$ cat config.mk
export PLATFORM = sky130hd
export DESIGN_NAME = universal_shift_register_n_flat
export DESIGN_NICKNAME = d
export VERILOG_FILES = /design/src/rtl/universal_shift_register_n_if.sv /design/src/rtl/universal_shift_register_n.sv /design/src/flat_wrapper.sv
export SDC_FILE = /design/constraint.sdc
export NUM_CORES = 1
export LEC_CHECK = 0
export CORE_MARGIN = 5
export CORE_UTILIZATION = 40
export CTS_CLUSTER_SIZE = 8
export DETAILED_ROUTE_END_ITERATION = 7
export GPL_ROUTABILITY_DRIVEN = 0
export HOLD_SLACK_MARGIN = 0.15
export PLACE_DENSITY = 0.65
export SETUP_SLACK_MARGIN = 0.3
export SLEW_MARGIN = 10
export SYNTH_ARGS = -nofsm -noshare
export SYNTH_HDL_FRONTEND = slang
export SYNTH_SLANG_ARGS = --single-unit
$ cat constraint.sdc
create_clock -name clk -period 1.71 [get_ports clk]
set_input_delay 0.171 -clock clk [delete_from_list [all_inputs] [get_ports clk]]
set_output_delay 0.171 -clock clk [all_outputs]
set_load 0.1 [all_outputs]
$ cat src/rtl/universal_shift_register_n_if.sv
// Bus bundle for universal_shift_register_n: command and data inputs plus register/handshake outputs.
// Signal names are fixed by the block's external interface.
interface universal_shift_register_n_if #(
    parameter int WIDTH = 4,
    parameter int AMT_W = 3
);
    logic [WIDTH-1:0] d;
    logic             load;
    logic             shiftLeft;
    logic             shiftRight;
    logic [1:0]       mode;
    logic [AMT_W-1:0] amount;
    logic             serialIn;
    logic [WIDTH-1:0] q;
    logic             shiftOut;
    logic             busy;
    logic             done;

    modport master (
        output d, load, shiftLeft, shiftRight, mode, amount, serialIn,
        input  q, shiftOut, busy, done
    );

    modport slave (
        input  d, load, shiftLeft, shiftRight, mode, amount, serialIn,
        output q, shiftOut, busy, done
    );
endinterface

$ cat src/rtl/universal_shift_register_n.sv
// WIDTH-bit universal shift register: parallel load, logical/rotate/arithmetic shifts of
// N positions at one position per clock, with busy/done handshake and serial fill/out.
module universal_shift_register_n #(
    parameter int WIDTH = 4,
    parameter int AMT_W = 3
) (
    input logic                                  clk,
    input logic                                  reset,
    universal_shift_register_n_if.slave          bus
);
    typedef enum logic {IDLE, SHIFT} state_t;

    typedef enum logic [1:0] {
        MODE_LOGIC = 2'b00,
        MODE_ROT   = 2'b01,
        MODE_ARITH = 2'b10,
        MODE_RSVD  = 2'b11
    } mode_t;

    state_t           state, state_n;
    logic [WIDTH-1:0] q_r, q_n;
    logic             so_r, so_n;
    logic             done_r, done_n;
    logic [AMT_W-1:0] rem_r, rem_n;
    logic             dir_r, dir_n;
    mode_t            mode_r, mode_n;

    // One shift position; returns {shifted-out bit, new register value}.
    function automatic logic [WIDTH:0] step(
        input logic [WIDTH-1:0] cur,
        input logic             left,
        input mode_t            m,
        input logic             sin
    );
        logic fill;
        if (left) begin
            case (m)
                MODE_ROT:   fill = cur[WIDTH-1];
                MODE_ARITH: fill = 1'b0;
                default:    fill = sin;
            endcase
            step = {cur[WIDTH-1], cur[WIDTH-2:0], fill};
        end else begin
            case (m)
                MODE_ROT:   fill = cur[0];
                MODE_ARITH: fill = cur[WIDTH-1];
                default:    fill = sin;
            endcase
            step = {cur[0], fill, cur[WIDTH-1:1]};
        end
    endfunction

    // NOTE: every output of this block gets a default first, so no path can infer a latch.
    always_comb begin
        state_n = state;
        q_n     = q_r;
        so_n    = so_r;
        rem_n   = rem_r;
        dir_n   = dir_r;
        mode_n  = mode_r;
        done_n  = 1'b0;

        if (bus.load) begin
            q_n     = bus.d;
            rem_n   = '0;
            state_n = IDLE;
        end else if (state == IDLE) begin
            if (bus.shiftLeft || bus.shiftRight) begin
                dir_n  = bus.shiftLeft;
                mode_n = mode_t'(bus.mode);
                if (bus.amount == '0) begin
                    done_n = 1'b1;
                end else begin
                    {so_n, q_n} = step(q_r, bus.shiftLeft, mode_t'(bus.mode), bus.serialIn);
                    rem_n       = bus.amount - AMT_W'(1);
                    if (bus.amount == AMT_W'(1)) done_n  = 1'b1;
                    else                         state_n = SHIFT;
                end
            end
        end else begin
            // Command inputs are ignored here; only serialIn is still sampled.
            {so_n, q_n} = step(q_r, dir_r, mode_r, bus.serialIn);
            rem_n       = rem_r - AMT_W'(1);
            if (rem_r == AMT_W'(1)) begin
                state_n = IDLE;
                done_n  = 1'b1;
            end
        end
    end

    // NOTE: state registers use non-blocking assignments so every flop samples pre-edge values.
    always_ff @(posedge clk or negedge reset) begin
        if (!reset) begin
            state  <= IDLE;
            q_r    <= '0;
            so_r   <= 1'b0;
            done_r <= 1'b0;
            rem_r  <= '0;
            dir_r  <= 1'b0;
            mode_r <= MODE_LOGIC;
        end else begin
            state  <= state_n;
            q_r    <= q_n;
            so_r   <= so_n;
            done_r <= done_n;
            rem_r  <= rem_n;
            dir_r  <= dir_n;
            mode_r <= mode_n;
        end
    end

    assign bus.q        = q_r;
    assign bus.shiftOut = so_r;
    assign bus.busy     = (state == SHIFT);
    assign bus.done     = done_r;
endmodule
$ cat src/flat_wrapper.sv
// flat-port wrapper written by rule: the top's interface ports become plain ports
module universal_shift_register_n_flat 
#(
    parameter int WIDTH = 4,
    parameter int AMT_W = 3
)
  (clk, reset, bus_d, bus_load, bus_shiftLeft, bus_shiftRight, bus_mode, bus_amount, bus_serialIn, bus_q, bus_shiftOut, bus_busy, bus_done);
  universal_shift_register_n_if #(.WIDTH(WIDTH), .AMT_W(AMT_W)) bus_i ();
  input logic clk;
  input logic reset;
  input wire logic [$bits(bus_i.d)-1:0] bus_d;
  input wire logic [$bits(bus_i.load)-1:0] bus_load;
  input wire logic [$bits(bus_i.shiftLeft)-1:0] bus_shiftLeft;
  input wire logic [$bits(bus_i.shiftRight)-1:0] bus_shiftRight;
  input wire logic [$bits(bus_i.mode)-1:0] bus_mode;
  input wire logic [$bits(bus_i.amount)-1:0] bus_amount;
  input wire logic [$bits(bus_i.serialIn)-1:0] bus_serialIn;
  output wire logic [$bits(bus_i.q)-1:0] bus_q;
  output wire logic [$bits(bus_i.shiftOut)-1:0] bus_shiftOut;
  output wire logic [$bits(bus_i.busy)-1:0] bus_busy;
  output wire logic [$bits(bus_i.done)-1:0] bus_done;
  assign bus_i.d = bus_d;
  assign bus_i.load = bus_load;
  assign bus_i.shiftLeft = bus_shiftLeft;
  assign bus_i.shiftRight = bus_shiftRight;
  assign bus_i.mode = bus_mode;
  assign bus_i.amount = bus_amount;
  assign bus_i.serialIn = bus_serialIn;
  assign bus_q = bus_i.q;
  assign bus_shiftOut = bus_i.shiftOut;
  assign bus_busy = bus_i.busy;
  assign bus_done = bus_i.done;
  universal_shift_register_n #(.WIDTH(WIDTH), .AMT_W(AMT_W)) u_core (.clk(clk), .reset(reset), .bus(bus_i));
endmodule
### Word-level counts from Yosys, hierarchy flattened

Index checks and enable logic that the tools add are counted.
W data, S select, Z words.

* $mul: 0
* bitwise logic cells: 2
* order comparisons: 0
* equal/unequal tests: 10
* divide/modulo/power cells: 0
* shift operators: 0
* multiplexer cells: 29
* reductions and logical operators: 8
* add/subtract/negate cells: 2

Operators with widths (count)
* $mux W4: 4
* $mux W1: 15
* $mux W3: 4
* $mux W5: 2
* $pmux W1 S2: 4
* $eq A3 B1 Y1 const B: 2
* $reduce_and A3 Y1: 2
* $sub A3 B1 Y3 const B: 2
* $eq A2 B1 Y1 const B: 2
* $eq A2 B2 Y1 const B: 2
* $ne A4 B3 Y1 const B: 1
* $ne A4 B4 Y1 const B: 1
* $reduce_and A4 Y1: 1
* $logic_not A3 Y1: 1
* $ne A3 B2 Y1 const B: 1
* $reduce_bool A3 Y1: 1
* $ne A2 B1 Y1 const B: 1
* $not A1 Y1: 2
* $reduce_and A2 Y1: 1
* $reduce_bool A2 Y1: 1
* $logic_or A1 B1 Y1: 1

* bits in registers: 13
* logic and storage cells: 59
* latch bits: 0
* RAM bits: 0
* ROM bits: 0
* memories: 0

### Logic depth before layout (Yosys ltp)

* word-level depth: 7
* gate-level depth with buffers: 6
* gate-level depth less buffers: 6

### Worst setup path before layout

Ideal clock, no wire load.

* path kind: register to register
* start point: register u_core.state, in the netlist u_core.bus.busy
* end point: register u_core.q_r[1], in the netlist u_core.bus.q[1]
* arrival time: 1911 ps
* slack: -333 ps
* data required time: 1578 ps
* clock period less this slack: 2043 ps
* stages on the path, launching flop included: 6
* cell sequence: dfrtp_1 > buf_6 > mux2i_2 > mux2_4 > mux2i_1 > o21ai_1

* word-level cells in the longest chain between the ends: 2
* elaborated cells on any way between the ends: 5
* those cells by class: eq/ne: 1; mux: 2; reduce/logical: 2

RTL lines
* start, declared: RTL line universal_shift_register_n.sv:20 `state_t state, state_n;`
* start signal, assigned: RTL line universal_shift_register_n.sv:102 `state <= state_n;`
* $ne A3 B2 Y1 (no source line) (tied with other cells)
* $reduce_and A2 Y1 (no source line) / $mux W4 (equally long branches)
* end signal, assigned: RTL line universal_shift_register_n.sv:103 `q_r <= q_n;`
* end, declared: RTL line universal_shift_register_n.sv:21 `logic [WIDTH-1:0] q_r, q_n;`

Parallel ways exist; a longest one is shown, timed or not.
A chain may end at the register's enable or synchronous reset.

### Worst setup path in the final report

* start point: register u_core.mode_r[1]
* end point: register u_core.q_r[3], in the netlist u_core.bus.q[3]

* word-level cells in the longest chain between the ends: 5
* elaborated cells on any way between the ends: 8
* those cells by class: eq/ne: 3; mux: 4; reduce/logical: 1

RTL lines
* start, declared: RTL line universal_shift_register_n.sv:26 `mode_t mode_r, mode_n;`
* start signal, assigned: RTL line universal_shift_register_n.sv:108 `mode_r <= mode_n;`
* $eq A2 B2 Y1 / $eq A2 B1 Y1 (equally long branches): RTL line universal_shift_register_n.sv:44 `case (m)`
* $pmux W1 S2: RTL line universal_shift_register_n.sv:44
* $mux W5: RTL line universal_shift_register_n.sv:36 `if (left) begin`
* $mux W4: RTL line universal_shift_register_n.sv:67 `end else if (state == IDLE) begin`
* $mux W4: RTL line universal_shift_register_n.sv:63 `if (bus.load) begin`

Parallel ways exist; a longest one is shown, timed or not.

==> impl_metrics.tcl <==
set metrics [dict create \
    grt_pass1_wl_mm 4.34 \
    ys_async_sr_fraction 1.00 \
    finalHoldViolCount 0 \
    dr_total_vias 1016 \
    power.share.clock 0.128 \
    drt-initial-drc-count 21 \
    cts_tree "done" \
    maxSlewViolCount 0 \
    p_leak_nw 0.723 \
    syn_area_mm2 0.00104 \
    cts_made_buffers 3 \
    path_clk_slew_ns 0.08 \
    start_util 0.420 \
    period_share 0.936 \
    die_y_um 61.0 \
    status "completed" \
    critical_path.endpoint "u_core.bus.q[3]$_DFFE_PN0P_" \
    ir_drop_uv 796 \
    synth_nets 136 \
    fin_nets 182 \
    whs_ns 0.193 \
    slew_headroom 0.773 \
    reg2reg_depth 6 \
    synth_seq_cells 13 \
    worst_pin_slew_ns 0.340 \
    ys_types 39 \
    netlist_instances 112 \
    clock_latency_ns 0.29 \
    grt_pass1_vias 945 \
    setup_viol 0 \
    grt_use_total 0.157 \
    worst_setup_path_end_kind "register" \
    grt_overflow 0 \
    rsz0062_at_grt "yes" \
    drv_cap 0 \
    place_hpwl_mm 2.04 \
    reg2reg_from "u_core.mode_r[1]$_DFFE_PN0P_" \
    synth-main-ff-cell "dfrtp_1" \
    skew_ns 0.00413 \
    r2r_slack_ns 0.11 \
    area_growth_pct 54.6 \
    switching_share 0.442 \
    diodes 0 \
    drive_gt1_frac 0.389 \
    synth_seq_area_share 0.313 \
    viasPerCell 5.43 \
    num_rows 18 \
    path_class "register to register" \
    die_x_um 61.0 \
    wirelength_mm 2.92 \
    yosys_warnings 0 \
    hold_path_class "input pin to asynchronous set/reset pin" \
    die-area_mm2 0.00372 \
    synth_edf_count 0 \
    antenna_found_initial 0 \
    io_pins 22 \
    wl_per_cell_um 15.6 \
    clk_path_buf_depth 2 \
    numPortBuffers 21 \
    cts_sinks 13 \
    seqPwrFrac 0.303 \
    setup_tns_ns 0 \
    drc 0 \
    regToRegEndpoint "u_core.bus.q[3]$_DFFE_PN0P_" \
    cp-startpoint "u_core.mode_r[1]$_DFFE_PN0P_" \
    comb_power_share 0.569 \
    coreArea_mm2 0.00248 \
    cp-start-kind "register" \
    min_period_ns 1.60 \
    max_freq_ghz 0.625 \
    syn_avg_cell_area_um2 9.29 \
    worstPathMaxFanout 2 \
    first_pass_iters 4 \
    p_sw_mw 0.687 \
    critPathArrivalTime_ns 1.77 \
    cts-root-buf "clkbuf_4" \
    power-per-cell-area_mw_per_mm2 965 \
    nFillCells 215 \
    internal_power_mw 0.867 \
    power.total_mw 1.55 \
    htreeDepth 1 \
    grt_max_degree 19 \
    required_ns 1.88 \
    ant_nets 0 \
]
-- logic make-up after synthesis --
| group | after synthesis | synth area share |
|---|---|---|
| flops | 13 | 0.312 |
| fa+ha+maj | 9 | 0.108 |
| simple gates | 33 | 0.180 |
| mux | 9 | 0.0985 |
| compound gates | 30 | 0.209 |
| buf+inv | 16 | 0.0745 |
| xor+xnor | 2 | 0.0168 |
-- what timing repair did --
item | 4_1_cts | 5_1_grt
pin swaps | 4 | 5
setup endpoints to repair | 7 | 4
hold buffers | 0 | 0
setup buffers | 2 | 10
gates resized for setup | 10 | 8
-- final cells by class --
cell class | instances | area (um2) | share of cell area
tap | 30 | 37.5 | 0.0233
sequential | 13 | 337 | 0.209
multi-input combinational | 83 | 703 | 0.437
inverter | 11 | 41.3 | 0.0257
timing repair buffer | 46 | 464 | 0.288
clock buffer | 4 | 26.3 | 0.0163
-- worst min path at each step --
stage,depth (start not counted),endpoint,slack (ns),start
after floorplan,0,u_core.bus.done$_DFF_PN0_,-0.12,reset
after global placement,2,u_core.bus.shiftOut$_DFFE_PN0P_,0.50,reset
after detailed placement,2,u_core.bus.shiftOut$_DFFE_PN0P_,0.51,reset
after CTS,2,u_core.bus.shiftOut$_DFFE_PN0P_,0.20,reset
after global routing,2,u_core.mode_r[0]$_DFFE_PN0P_,0.19,reset
final,2,u_core.bus.shiftOut$_DFFE_PN0P_,0.19,reset
-- per-layer routing --
metal  share of wire  global-route usage
met4           0.020              0.0372
met2            0.51               0.287
met1            0.41               0.180
met3           0.058              0.0461
met5               0                   0
-- flip-flops by register name (all words and copies together) (netlist names) --
name,count
u_core.dir_r,1
u_core.bus.shiftOut,1
u_core.mode_r,2
u_core.bus.done,1
u_core.bus.busy,1
u_core.rem_r,3
u_core.bus.q,4
-- cell usage after synthesis, drive strengths merged, types with 2 or more instances --
library cell   n  share of area
o21ai          9          0.043
inv           11          0.040
mux2i          5          0.052
a31oi          2          0.012
o211ai         4          0.029
a21oi          5          0.035
dfrtp         13           0.31
buf            4          0.031
nand2         12          0.043
mux2           4          0.047
ha             9           0.11
nor2           8          0.052
o31ai          2          0.014
nor3           2         0.0096
a221oi         2          0.023
nand2b         3          0.018
nand3          2         0.0096
a22o           2          0.017
nor2b          3          0.025
-- per-stage QoR --
| stage | utilization | area [um2] | setup slack (ns) | cells |
|---|---|---|---|---|
| after floorplan | - | 1070 | 0.0577 | 112 |
| after global routing | 0.649 | 1610 | 0.0465 | 187 |
| final | 0.649 | 1610 | 0.110 | 187 |
| after detailed placement | 0.580 | 1440 | -0.143 | 171 |
| after global placement | 0.580 | 1440 | -0.107 | 171 |
| after CTS | 0.609 | 1510 | 0.143 | 177 |
-- power groups by stage --
stage,sequential (mW),combinational (mW),clock (mW)
5_1_grt,0.481,0.936,0.221
3_3_place_gp,0.486,0.722,0
2_1_floorplan,0.652,0.316,0
6_report,0.470,0.884,0.199
4_1_cts,0.483,0.771,0.204
3_5_place_dp,0.489,0.738,0
-- layout by cell type (no fill, tap or decap), drive strengths merged --
master and instances:
buf 32, dfrtp 13, nand2 12, clkdlybuf4s50 12, inv 11, o21ai 9, ha 9, nor2 8
a21oi 5, mux2i 5, o211ai 4, mux2 4, clkbuf 4, nand2b 3, nor2b 3, a31oi 2
nand3 2, a22o 2, o31ai 2, dlygate4sd2 2, nor3 2, a221oi 2, or2 1, o32ai 1
a32o 1, or2b 1, o311ai 1, nand3b 1, o311a 1, xnor2 1, xor2 1
-- worst max-delay path: stages, from the launching register on --
cell      delay [ns]
dfrtp_1         0.40
inv_2           0.08
ha_4            0.13
mux2_4          0.29
o211ai_1        0.20
a31oi_1         0.12
mux2_2          0.27
No activity file was read; power rests on OpenSTA's default activity.
